### src/rtl/step_ramp_pkg.sv
// Shared types, defaults and arithmetic helper for the step_ramp_gen block.
// Optional abort input is enabled by defining STEP_RAMP_ABORT_EN.
package step_ramp_pkg;

  typedef enum logic [1:0] {
    IDLE,
    ACCEL,
    CRUISE,
    DECEL
  } state_t;

  localparam int DEF_CNT_W       = 16;
  localparam int DEF_PER_MIN_LIM = 2;

  // 32-bit saturating add (sub=0) or subtract (sub=1); callers keep CNT_W below 32.
  function automatic logic [31:0] sat_addsub(input logic [31:0] a,
                                             input logic [31:0] b,
                                             input logic        sub);
    if (sub) begin
      return (a > b) ? (a - b) : 32'd0;
    end
    return (a > (32'hFFFF_FFFF - b)) ? 32'hFFFF_FFFF : (a + b);
  endfunction

endpackage

### src/rtl/step_period_timer.sv
// Loadable down-counter: counts a loaded period down to 1 and flags expiry
// combinationally in that final cycle; clear stops it until the next load.
module step_period_timer
  import step_ramp_pkg::*;
#(
  parameter int CNT_W = DEF_CNT_W
) (
  input  logic             clk,
  input  logic             rst_n,
  input  logic             clear,
  input  logic             load,
  input  logic [CNT_W-1:0] load_val,
  output logic             expire
);

  localparam logic [CNT_W-1:0] ONE = CNT_W'(1);

  logic [CNT_W-1:0] cnt_reg;
  logic             running_reg;

  always_ff @(posedge clk or negedge rst_n) begin
    if (!rst_n) begin
      cnt_reg     <= '0;
      running_reg <= 1'b0;
    end else if (clear) begin
      cnt_reg     <= '0;
      running_reg <= 1'b0;
    end else if (load) begin
      cnt_reg     <= load_val;
      running_reg <= 1'b1;
    end else if (running_reg && (cnt_reg != ONE)) begin
      cnt_reg <= cnt_reg - ONE;
    end
  end

  assign expire = running_reg && (cnt_reg == ONE);

endmodule

### src/rtl/step_ramp_gen.sv
// Trapezoidal step pulse generator feeding the phase shift register (ce/down).
// Define STEP_RAMP_ABORT_EN to add the abort input (forced deceleration).
module step_ramp_gen
  import step_ramp_pkg::*;
#(
  parameter int CNT_W       = DEF_CNT_W,
  parameter int PER_MIN_LIM = DEF_PER_MIN_LIM
) (
  input  logic             clk,
  input  logic             rst_n,
  input  logic             start,
  input  logic             dir,
  input  logic [CNT_W-1:0] steps,
  input  logic [CNT_W-1:0] per_start,
  input  logic [CNT_W-1:0] per_min,
  input  logic [CNT_W-1:0] per_dec,
`ifdef STEP_RAMP_ABORT_EN
  input  logic             abort,
`endif
  output logic             step_ce,
  output logic             step_down,
  output logic             busy,
  output logic             done,
  output logic [CNT_W-1:0] steps_left
);

  localparam logic [CNT_W-1:0] ONE = CNT_W'(1);
  localparam logic [CNT_W-1:0] LIM = CNT_W'(PER_MIN_LIM);

  state_t           state_reg, state_next;
  logic [CNT_W-1:0] cur_per_reg, cur_per_next;
  logic [CNT_W-1:0] ramp_cnt_reg, ramp_cnt_next;
  logic [CNT_W-1:0] per_start_reg, per_start_next;
  logic [CNT_W-1:0] per_min_reg, per_min_next;
  logic [CNT_W-1:0] per_dec_reg, per_dec_next;
  logic [CNT_W-1:0] steps_left_next;
  logic             busy_next, done_next, step_down_next;
  logic             timer_load, timer_clear, timer_expire;
  logic [CNT_W-1:0] pmin_eff, pstart_eff, left_dec, cur_dn, cur_up;
  logic [31:0]      dn_wide, up_wide;

  assign pmin_eff   = (per_min < LIM) ? LIM : per_min;
  assign pstart_eff = (per_start < pmin_eff) ? pmin_eff : per_start;
  assign left_dec   = steps_left - ONE;

  // Ramp arithmetic runs wide so neither direction can wrap before clamping.
  assign dn_wide = sat_addsub(32'(cur_per_reg), 32'(per_dec_reg), 1'b1);
  assign up_wide = sat_addsub(32'(cur_per_reg), 32'(per_dec_reg), 1'b0);
  assign cur_dn  = (dn_wide < 32'(per_min_reg))   ? per_min_reg   : dn_wide[CNT_W-1:0];
  assign cur_up  = (up_wide > 32'(per_start_reg)) ? per_start_reg : up_wide[CNT_W-1:0];

  always_comb begin
    state_next      = state_reg;
    cur_per_next    = cur_per_reg;
    ramp_cnt_next   = ramp_cnt_reg;
    per_start_next  = per_start_reg;
    per_min_next    = per_min_reg;
    per_dec_next    = per_dec_reg;
    steps_left_next = steps_left;
    busy_next       = busy;
    done_next       = 1'b0;
    step_down_next  = step_down;
    timer_load      = 1'b0;
    timer_clear     = 1'b0;

    if (state_reg == IDLE) begin
      // done blocks a start in the same cycle so back-to-back moves get a gap.
      if (start && !done) begin
        if (steps != '0) begin
          state_next      = ACCEL;
          busy_next       = 1'b1;
          step_down_next  = dir;
          steps_left_next = steps;
          ramp_cnt_next   = '0;
          per_start_next  = pstart_eff;
          per_min_next    = pmin_eff;
          per_dec_next    = per_dec;
          cur_per_next    = pstart_eff;
          timer_load      = 1'b1;
        end else begin
          done_next = 1'b1;
        end
      end
    end else if (timer_expire) begin
      if (left_dec == '0) begin
        state_next      = IDLE;
        busy_next       = 1'b0;
        done_next       = 1'b1;
        steps_left_next = '0;
        ramp_cnt_next   = '0;
        timer_clear     = 1'b1;
      end else begin
        steps_left_next = left_dec;
        timer_load      = 1'b1;
        // Compare against the pre-step ramp count so the profile stays symmetric.
        if ((per_dec_reg != '0) &&
            ((state_reg == DECEL) || (left_dec <= ramp_cnt_reg))) begin
          state_next   = DECEL;
          cur_per_next = cur_up;
          if (ramp_cnt_reg != '0) begin
            ramp_cnt_next = ramp_cnt_reg - ONE;
          end
        end else if (state_reg == ACCEL) begin
          cur_per_next  = cur_dn;
          ramp_cnt_next = ramp_cnt_reg + ONE;
          if ((per_dec_reg != '0) && (cur_dn == per_min_reg)) begin
            state_next = CRUISE;
          end
        end
      end
    end

`ifdef STEP_RAMP_ABORT_EN
    if (abort && busy && (state_next != IDLE)) begin
      state_next = DECEL;
      if (ramp_cnt_next < steps_left_next) begin
        steps_left_next = ramp_cnt_next;
      end
      if (steps_left_next == '0) begin
        state_next    = IDLE;
        busy_next     = 1'b0;
        done_next     = 1'b1;
        ramp_cnt_next = '0;
        timer_load    = 1'b0;
        timer_clear   = 1'b1;
      end
    end
`endif
  end

  always_ff @(posedge clk or negedge rst_n) begin
    if (!rst_n) begin
      state_reg     <= IDLE;
      cur_per_reg   <= '0;
      ramp_cnt_reg  <= '0;
      per_start_reg <= '0;
      per_min_reg   <= '0;
      per_dec_reg   <= '0;
      steps_left    <= '0;
      busy          <= 1'b0;
      done          <= 1'b0;
      step_down     <= 1'b0;
    end else begin
      state_reg     <= state_next;
      cur_per_reg   <= cur_per_next;
      ramp_cnt_reg  <= ramp_cnt_next;
      per_start_reg <= per_start_next;
      per_min_reg   <= per_min_next;
      per_dec_reg   <= per_dec_next;
      steps_left    <= steps_left_next;
      busy          <= busy_next;
      done          <= done_next;
      step_down     <= step_down_next;
    end
  end

  step_period_timer #(
    .CNT_W(CNT_W)
  ) u_timer (
    .clk     (clk),
    .rst_n   (rst_n),
    .clear   (timer_clear),
    .load    (timer_load),
    .load_val(cur_per_next),
    .expire  (timer_expire)
  );

  assign step_ce = timer_expire;

endmodule

### config.mk
export PLATFORM = sky130hd
export DESIGN_NAME = step_ramp_gen
export DESIGN_NICKNAME = d
export VERILOG_FILES = /design/src/rtl/step_ramp_pkg.sv /design/src/rtl/step_period_timer.sv /design/src/rtl/step_ramp_gen.sv
export SDC_FILE = /design/constraint.sdc
export NUM_CORES = 1
export LEC_CHECK = 0
export CAP_MARGIN = 20
export CORE_MARGIN = 2
export CORE_UTILIZATION = 45
export CTS_CLUSTER_SIZE = 14
export DETAILED_ROUTE_END_ITERATION = 10
export PLACE_DENSITY = 0.64
export SETUP_SLACK_MARGIN = 0.2
export SLEW_MARGIN = 40
export SYNTH_ARGS = -nofsm -noshare
export SYNTH_HDL_FRONTEND = slang
export SYNTH_SLANG_ARGS = --single-unit
### constraint.sdc
create_clock -name clk -period 6.2 [get_ports clk]
set_input_delay 1.24 -clock clk [delete_from_list [all_inputs] [get_ports clk]]
set_output_delay 1.24 -clock clk [all_outputs]
set_load 0.005 [all_outputs]
==> results of run 1 <==
## worst max-delay path: cells and delay by family, from the launching register on
kind	cells	cell delay [ps]
compound gates	9	1580
xor+xnor	2	330
fa+ha+maj	3	770
buf+inv	1	120
flops	1	410
simple gates	10	2330
## metrics by stage
stage / instances / setup slack (ps) / power [mW] / hold WS [ps]
after CTS: 1790 / 242 / 1.96 / 477
after global routing: 1791 / 194 / 2.02 / 533
final: 1793 / 541 / 1.96 / 472
after global placement: 1759 / 400 / 0.955 / 465
after floorplan: 1389 / 243 / 0.865 / 468
after detailed placement: 1759 / 167 / 0.957 / 462
## routing by layer
metal / vias up / routed length (um)
met5: - / 0
met3: 97 / 2610
li1: 5155 / -
met4: 0 / 1560
met1: 5201 / 15400
met2: 498 / 17900
## layout make-up
cell class	instances	area (um2)	area share (%)
diodes	2	5.00	0.0392
flip-flops and latches	118	2950	23.1
clock inverters	8	97.6	0.764
repair buffers	113	1070	8.39
inverters	110	413	3.23
multi-input cells	1100	7350	57.5
clock buffers	23	488	3.82
well taps	319	399	3.13
## how the worst max path moves through the flow
stage,start,to,slack [ps]
floorplan,steps_left[0],ramp_cnt_reg[15],240
global placement,steps_left[1],ramp_cnt_reg[15],400
detailed placement,steps_left[1],ramp_cnt_reg[15],170
CTS,steps_left[1],ramp_cnt_reg[15],240
global route,steps_left[1],ramp_cnt_reg[15],190
finish,steps_left[1],ramp_cnt_reg[15],540
## cell usage in the layout, fill, tap and decap left out, types with 9 or more instances in the layout
cell	netlist	routed
ha_1	112	112
clkdlybuf4s50_1	0	86
nor2b_1	16	14
or4_1	10	10
xor2_1	20	19
dfrtp_1	118	118
nor4_1	28	28
mux2i_1	17	17
a21boi_0	9	9
o21ai_1	21	21
o31ai_1	11	10
nor2_1	131	130
xnor2_1	36	36
a21oi_1	87	87
nand2b_1	13	13
a211oi_1	20	19
nand2_1	158	158
inv_1	110	110
o21ai_0	114	113
a22oi_1	9	9
nand3_1	33	33
a21o_1	19	19
o211ai_1	14	14
nand4_1	22	22
o21a_1	15	15
clkbuf_16	0	17
nor3_1	32	30
buf_4	1	25
## cell usage after synthesis, types with 21 or more instances
cell type	instances
nand2_1	158
nor2_1	131
dfrtp_1	118
o21ai_0	114
ha_1	112
inv_1	110
a21oi_1	87
xnor2_1	36
clkbuf_1	34
nand3_1	33
nor3_1	32
nor4_1	28
nand4_1	22
o21ai_1	21
## cell families (layout without fill, tap and decap cells)
kind of cell / after synthesis / after routing / share of synthesized area [%]
AND/OR/NAND/NOR: 499 / 499 / 22.2
AO/OA/AOI/OAI: 407 / 407 / 24.4
buffers and inverters: 171 / 254 / 6.19
flip-flops: 118 / 118 / 27.1
adder cells (fa/ha/maj): 115 / 115 / 13.4
XOR/XNOR: 56 / 56 / 4.51
multiplexers: 23 / 23 / 2.18
other: 0 / 2 / 0
## power groups by stage
stage               Sequential [mW]  Clock (mW)  Combinational, mW
CTS                           0.771        1.02              0.173
global route                  0.771        1.05              0.195
global placement              0.785           0              0.170
floorplan                     0.785           0             0.0803
detailed placement            0.785           0              0.172
finish                        0.771        1.01              0.176
## what timing repair did
item | CTS | global route
setup buffers | 0 | 1
endpoints found under the setup margin | 1 | 3
pin swaps | 0 | 1
resized for setup | 1 | 10
==> results by group, run 1 <==
Outcome
  • Outcome: complete, no violations

Detailed routing
  • Antenna Violating Nets Remaining: 0
  • Total wire length: 37500 um
  • DR iter-0 viols: 846
  • Drt pass-1 iters: 5
  • DR vias/cell: 6.11
  • Drc violations: 0
  • Vias after detailed routing: 10951
  • WL per Instance: 20.9 um

STA
  • Hold Fails Final Rpt: 0
  • Fin crit period: 5660 ps
  • Slew at the pin with the worst max-slew slack: 732 ps
  • RSZ-0062 raised after global routing: false
  • FMAX: 177 MHz
  • Max transition margin: 50.8%
  • Finish-stage setup viols: 0
  • Fin crit share: 91.3%
  • Slew Limit Fails: 0
  • Final TNS setup: 0 ps
  • Final setup skew: 13.2 ps

Worst hold path
  • Hold Path Origin: busy
  • Worst min path class: reg -> reg
  • Hold depth: 2
  • Hold worst-path end: busy

Floorplanning
  • Core Footprint: 23600 um2
  • Chip Width: 160 um
  • Site Rows: 56
  • Die area: 25500 um2
  • Initial Util: 46.1%
  • Total I/O pin count: 88
  • Chip height: 160 um

Critical path
  • FF-to-FF setup slack: 540 ps
  • Crit Path Max Fanout: 8
  • Max incr delay on CP: 410 ps
  • Critical path startpoint category: flip-flop
  • CP Capture Type: flip-flop
  • CP Data Required Time: 6510 ps
  • Crit-path most repeated cell: a21oi_1
  • Critical-path top delay cell: dfrtp_1
  • Reg-to-reg endpoint: ramp_cnt_reg[15]
  • Worst R2R Start: steps_left[1]
  • Critical Path AT: 5970 ps
  • Crit Path Category: reg -> reg
  • R2r worst-path depth: 25

Pwr
  • Net load switching power: 0.478 mW
  • VDD IR max: 0.119 mV
  • Leak: 5.90 nW
  • Logic pwr share: 9.0%
  • Internal power: 1.48 mW
  • Clock share of power: 51.6%
  • Pwr per Cell Area: 153 nW/um2
  • Switching share of total power: 24.4%
  • Sequential power share: 39.4%

GRT
  • Pin count of the biggest net entering global routing: 61
  • Vias in the first global route: 10417
  • Met3 Resource Use GR: 4.43%
  • Met2 usage: 49.6%
  • Initial antenna violation count: 2
  • Grt met1 use: 37.1%
  • GRT Overall Usage: 29.4%
  • GRT overflow: 0
  • Most Used Layer, Global Route: met2
  • First-pass GRT wire length: 58300 um

Yosys
  • Yosys warns: 0
  • Distinct cells, synth: 83
  • Syn nets: 1572
  • Post-synth EDFFs: 0
  • Yosys reg bits: 118
  • Asr flop ratio synth: 100%
  • Top FF cell, synth: dfrtp_1
  • Synth area leader: dfrtp_1
  • Top post-synthesis cells by area: dfrtp_1 (27%), ha_1 (13%), nand2_1 (5.4%)
  • Seq/Total Area, Yosys: 27.1%
  • Synthesized instance count: 1389
  • Mapped Area: 10900 um2
  • Syn avg cell area: 7.84 um2
  • Share of the synthesized area in the top cell type: 27.1%

Clock network
  • H-tree levels: 4
  • Clk slew on worst S/H paths: 60 ps
  • Cts bufs inserted: 17
  • Worst-Skew Late Latency: 430 ps
  • Clock buffer depth: 2
  • CTS tree: built
  • Hold-fix buffers, CTS: 0
  • Root buffer selected by CTS: clkbuf_16
  • CTS sink cnt: 118

Cells and area
  • Fin nets: 1643
  • Filler cells: 2287
  • Final core occ: 54.1%
  • Area Growth Syn to Fin: 17.3%
  • Layout cells sized above 1: 7.20%
  • Post-route cell area: 12800 um2

Flow run
  • Maxcap violations: 0

Place
  • DP HPWL: 29400 um
  • GPL Wtd Cong: 0.983
  • Port Buffers: 87
  • Area after DPL: 12100 um2
Note: power is estimated with default switching activity, not from simulation.
==> run 2: changes to the inputs <==
--- a/config.mk
+++ b/config.mk
@@ -10,7 +10,7 @@
 export CORE_UTILIZATION = 45
 export CTS_CLUSTER_SIZE = 14
 export DETAILED_ROUTE_END_ITERATION = 10
-export PLACE_DENSITY = 0.64
+export PLACE_DENSITY = 0.77
 export SETUP_SLACK_MARGIN = 0.2
 export SLEW_MARGIN = 40
 export SYNTH_ARGS = -nofsm -noshare
==> constraint.sdc (replaced) <==
create_clock -name clk -period 6.2 [get_ports clk]
set_input_delay 1.24 -clock clk [delete_from_list [all_inputs] [get_ports clk]]
set_output_delay 1.24 -clock clk [all_outputs]
set_load 0.1 [all_outputs]
==> run 2 against run 1 <==
  * Final cell count shrank 0.11%
  * Largest cell class unchanged
  * Largest power group unchanged
  * Fmax is 0.57% lower
  * Sequential share of layout area increased by 0.088 points
  * Clock power grew 6%
  * Count of clock-buffer cells in the layout decreased by 5
  * Power rose by 3.6%
  * Non-clock buffer count is 1 lower
  * Sequential power hardly changed
  * Flip-flop and latch count did not move
  * Routed wire length up 2.1%
  * Critical path depth unchanged
==> results by group, run 2 (synthesized netlist as in run 1, its figures left out) <==
STA
  • Slew at the pin with the worst max-slew slack: 730 ps
  • Final hold slack: 487 ps
  • RSZ-0062 raised after global routing: false
  • FMAX: 176 MHz
  • Fin crit share: 91.8%
  • Finish-stage setup viols: 0
  • Final Worst Setup Slack: 508 ps
  • Final setup skew: 13.8 ps
  • Fin crit period: 5690 ps
  • Slew Limit Fails: 0
  • Final TNS setup: 0 ps
  • Hold Fails Final Rpt: 0
  • Max transition margin: 51.2%

Outcome
  • Outcome: complete, no violations

Detailed routing
  • Antenna Violating Nets Remaining: 0
  • Drt pass-1 iters: 5
  • DR iter-0 viols: 1460
  • DR vias/cell: 6.22
  • Drc violations: 0
  • Vias after detailed routing: 11145
  • Total wire length: 38300 um
  • WL per Instance: 21.4 um

Clock network
  • CTS sink cnt: 118
  • Hold-fix buffers, CTS: 0
  • Clk slew on worst S/H paths: 60 ps
  • CTS tree: built
  • Root buffer selected by CTS: clkbuf_16
  • Worst-Skew Late Latency: 440 ps
  • H-tree levels: 4
  • Clock buffer depth: 2
  • Cts bufs inserted: 17

Pwr
  • Switching share of total power: 25.0%
  • Sequential power share: 38.0%
  • Clock share of power: 52.9%
  • Leak: 5.92 nW
  • Internal power: 1.52 mW
  • VDD IR max: 0.146 mV
  • Logic pwr share: 9.1%
  • Pwr per Cell Area: 159 nW/um2
  • Net load switching power: 0.508 mW
  • Power consumption: 2.03 mW

Floorplanning
  • Site Rows: 56
  • Die area: 25500 um2
  • Total I/O pin count: 88
  • Chip Width: 160 um
  • Initial Util: 46.1%
  • Core Footprint: 23600 um2
  • Chip height: 160 um

Cells and area
  • Most frequent cells in the layout: nand2_1 (157), nor2_1 (131), dfrtp_1 (116), o21ai_0 (113), ha_1 (111)
  • Fin nets: 1642
  • Area Growth Syn to Fin: 17.2%
  • # diodes: 0
  • Layout Cells excl Fill: 1791
  • Layout cells sized above 1: 9.24%
  • Most common cell after layout, fill and taps aside: nand2_1

Flow run
  • Maxcap violations: 0

GRT
  • GRT Overall Usage: 29.7%
  • Vias in the first global route: 10591
  • Initial antenna violation count: 0
  • Pin count of the biggest net entering global routing: 87
  • GRT overflow: 0
  • First-pass GRT wire length: 59600 um

Place
  • GPL Wtd Cong: 0.984
  • DP HPWL: 29400 um
  • Pre-CTS setup slack: 213 ps
  • Placed Instances: 1754
  • Port Buffers: 87

Critical path
  • Critical-path top delay cell: dfrtp_4
  • Crit Path Category: reg -> reg
  • CP Buf/Inv Count: 1
  • R2r worst-path depth: 25
  • Critical Path AT: 6010 ps
  • CP Data Required Time: 6520 ps
  • Crit-path most repeated cell: a21oi_1
  • Crit Path Max Fanout: 7
  • Top Family by Delay on Critical Path: simple AND/OR/NAND/NOR gates
  • Crit. path cell count: 25
  • Max incr delay on CP: 510 ps
  • Critical path startpoint category: flip-flop
  • CP Capture Type: flip-flop

Worst hold path
  • Worst min path class: reg -> reg
  • Hold depth: 2
[run 2: power by group through the flow]
stage / registers (mW) / logic [mW] / clock network (mW)
final: 0.771 / 0.185 / 1.07
after CTS: 0.771 / 0.179 / 1.08
after global placement: 0.785 / 0.174 / 0
after global routing: 0.771 / 0.204 / 1.11
after floorplan: 0.788 / 0.0825 / 0
after detailed placement: 0.785 / 0.177 / 0
[run 2: worst reg2reg max path: stages, from the launching register on]
cell and delay, ps:
dfrtp_4 510, inv_1 100, ha_2 210, or3b_4 420, or2_4 280, nor3_4 230
nand2_2 120, nor3_4 190, xor2_1 200, ha_1 270, and3_4 200, a21oi_1 120
a21oi_1 80, o31ai_1 220, and2_4 230, ha_1 280, or2_2 300, a21oi_2 140
a21oi_1 60, and4_1 240, o31ai_4 230, a21oi_2 110, o41ai_2 310, xnor2_1 130
nor2b_1 150, o31a_1 260
[run 2: metal layers]
layer  up-vias  part of all wire [%]  global-route usage, %
met2       515                    47                   48.8
met3       115                   7.6                   5.05
met1      5354                    40                   37.3
li1       5161                     -                      -
met4         0                   5.7                   15.9
met5         -                     0                      0
[run 2: path summary, 6_finish.rpt]
| kind | start | slack (ps) | end |
|---|---|---|---|
| worst min register to register | step_down | 490 | step_down |
| worst min-delay path | step_down | 490 | step_down |
| worst max-delay path | steps_left[0] | 510 | ramp_cnt_reg[15] |
| worst max register to register | steps_left[0] | 510 | ramp_cnt_reg[15] |
| min in group asynchronous | rst_n | 830 | per_min_reg[7] |
| max in group asynchronous | rst_n | 4190 | ramp_cnt_reg[2] |
[run 2: per-stage QoR]
| step | utilization (%) | instance area (um2) |
|---|---|---|
| after global routing | 54.0 | 12800 |
| after CTS | 53.6 | 12600 |
| after global placement | 51.4 | 12100 |
| final | 54.0 | 12800 |
| after detailed placement | 51.0 | 12000 |
| after floorplan | - | 11000 |
[run 2: what timing repair did]
item | CTS | global route
endpoints found under the setup margin | 2 | 8
buffers inserted | 0 | 5
pin swaps | 0 | 7
resized for setup | 1 | 18
[run 2: area by class of cell]
type,instances,area [um2]
fillers,2253,10900
flip-flops and latches,118,2960
clock inverters,14,184
clock buffers,18,429
repair buffers,112,997
inverters,110,413
well taps,319,399
multi-input cells,1100,7370
==> run 3: changes to the inputs <==
--- a/config.mk
+++ b/config.mk
@@ -8,6 +8,7 @@
 export CAP_MARGIN = 20
 export CORE_MARGIN = 2
 export CORE_UTILIZATION = 45
+export CTS_BUF_LIST = sky130_fd_sc_hd__clkbuf_8
 export CTS_CLUSTER_SIZE = 14
 export DETAILED_ROUTE_END_ITERATION = 10
 export PLACE_DENSITY = 0.77
==> run 3 against run 2 <==
  * Final area is 1.6% lower
  * Flip-flop and latch count unchanged
  * Worst hold slack better by 3.9 ps
  * Via count is 0.31% lower
  * Power is 14% lower
  * Combinational power barely moved
  * Final cell count unchanged
  * Sequential share of layout area up 0.38 points
==> results by group, run 3 (synthesized netlist as in run 1, its figures left out) <==
Outcome
  • Outcome: complete, no violations

Detailed routing
  • Vias after detailed routing: 11110
  • DRT met1 WL: 14900 um
  • Antenna Violating Nets Remaining: 0
  • DR vias/cell: 6.20
  • DR WL met3: 3330 um
  • Max Used Layer: met4
  • DR iter-0 viols: 1448
  • WL per Instance: 21.1 um
  • Total wire length: 37800 um
  • Drc violations: 0
  • Met2 wire length: 17400 um
  • Drt pass-1 iters: 6

Pwr
  • Net load switching power: 0.471 mW
  • Switching share of total power: 26.9%
  • Sequential power share: 43.9%
  • Leak: 5.83 nW
  • Pwr per Cell Area: 140 nW/um2
  • Logic pwr share: 10.4%
  • VDD IR max: 0.131 mV
  • Clock share of power: 45.7%
  • Internal power: 1.28 mW

STA
  • Slew at the pin with the worst max-slew slack: 800 ps
  • Fin crit period: 5680 ps
  • Fin crit share: 91.6%
  • Slew Limit Fails: 0
  • FMAX: 176 MHz
  • RSZ-0062 raised after global routing: false
  • Max transition margin: 46.4%
  • Final TNS setup: 0 ps
  • Final setup skew: 16.0 ps
  • Finish-stage setup viols: 0
  • Hold Fails Final Rpt: 0
  • Final Worst Setup Slack: 522 ps

Critical path
  • CP Capture Type: flip-flop
  • Critical Path AT: 6040 ps
  • CP Data Required Time: 6560 ps
  • FF-to-FF setup slack: 520 ps
  • Reg-to-reg endpoint: ramp_cnt_reg[15]
  • Worst R2R Start: steps_left[0]
  • Critical path startpoint category: flip-flop
  • Crit Path Category: reg -> reg
  • R2r worst-path depth: 26
  • Crit Path Max Fanout: 14

Worst hold path
  • Hold worst-path end: step_down
  • Hold depth: 2
  • Hold Path Origin: step_down
  • Worst min path class: reg -> reg

Cells and area
  • Layout cells sized above 1: 9.10%
  • Sequential Area: 2960 um2
  • Area Growth Syn to Fin: 15.3%
  • Fin nets: 1642
  • Most common cell after layout, fill and taps aside: nand2_1
  • # diodes: 0
  • Multi-input combinational cell area: 7360 um2
  • Most frequent cells in the layout: nand2_1 (157), nor2_1 (131), dfrtp_1 (116), o21ai_0 (113), ha_1 (111)
  • Filler cells: 2274
  • Layout Cells excl Fill: 1791

Clock network
  • Cts bufs inserted: 17
  • CTS sink cnt: 118
  • CTS tree: built
  • Worst-Skew Late Latency: 480 ps
  • Clk slew on worst S/H paths: 80 ps
  • H-tree levels: 4
  • Root buffer selected by CTS: clkbuf_8
  • Clock buffer depth: 2

Floorplanning
  • Total I/O pin count: 88
  • Site Rows: 56
  • Die area: 25500 um2
  • Chip Width: 160 um
  • Core Footprint: 23600 um2
  • Initial Util: 46.1%
  • Chip height: 160 um

Flow run
  • Maxcap violations: 0

Place
  • Placed Instances: 1754
  • DP HPWL: 29400 um
  • Pre-CTS setup slack: 213 ps
  • GPL Wtd Cong: 0.984
  • Port Buffers: 87

GRT
  • Pin count of the biggest net entering global routing: 87
  • GRT overflow: 0
  • GRT Overall Usage: 29.5%
  • Vias in the first global route: 10572
  • Initial antenna violation count: 0
  • First-pass GRT wire length: 59300 um
## run 3: metal layers
layer	vias up	global-route usage, %
li1	5150	-
met1	5275	37.2
met2	560	48.0
met3	125	5.37
met4	0	16.0
met5	-	0
## run 3: final cells by class
class | instances | share of cell area, %
Multi-Input combinational cell | 1100 | 58.7
Clock buffer | 17 | 1.86
Inverter | 110 | 3.29
Tap cell | 319 | 3.18
Timing Repair Buffer | 112 | 7.91
Clock inverter | 15 | 1.50
Sequential cell | 118 | 23.6
## run 3: timing repair
action / CTS / global route
endpoints found under the setup margin: 1 / 10
resized for setup: 1 / 15
pin swaps: 0 / 7
hold buffers: 0 / 0
buffers inserted: 0 / 5
## run 3: worst max-delay path by stage
stage                             start               end  slack [ps]  cells after the start
final                     steps_left[0]  ramp_cnt_reg[15]         520                     26
after global routing      steps_left[0]  ramp_cnt_reg[14]         160                     27
after CTS                 steps_left[0]  ramp_cnt_reg[15]         230                     26
after detailed placement  steps_left[0]  ramp_cnt_reg[15]         210                     26
after global placement    steps_left[0]  ramp_cnt_reg[15]         370                     26
after floorplan           steps_left[0]  ramp_cnt_reg[15]         200                     30
## run 3: worst max-delay path, cell delays in order (launching register included)
cell	delay [ps]
dfrtp_4	520
inv_1	90
ha_2	200
or3b_4	420
or2_4	280
nor3_4	220
nand2_2	120
nor3_4	190
xor2_1	200
ha_1	270
and3_4	200
a21oi_1	120
a21oi_1	80
o31ai_1	220
and2_4	220
buf_8	150
ha_1	270
a21o_1	200
nand2_1	90
a21oi_1	80
and4_1	240
o31ai_4	240
a21oi_2	110
o41ai_2	310
xnor2_1	130
nor2b_1	150
o31a_1	250
## run 3: power groups by stage
stage / combinational [mW] / sequential, mW / clock, mW
after floorplan: 0.0825 / 0.788 / 0
after global placement: 0.174 / 0.785 / 0
after detailed placement: 0.177 / 0.785 / 0
after CTS: 0.178 / 0.770 / 0.810
after global routing: 0.201 / 0.770 / 0.839
final: 0.182 / 0.770 / 0.802
## run 3: metrics by stage
stage / cell area (um2) / hold WS (ps) / util, % / power (mW)
after floorplan: 11000 / 469 / - / 0.870
after global placement: 12100 / 463 / 51.4 / 0.959
after detailed placement: 12000 / 464 / 51.0 / 0.962
after CTS: 12500 / 485 / 52.7 / 1.76
after global routing: 12500 / 509 / 53.1 / 1.81
final: 12500 / 491 / 53.1 / 1.75
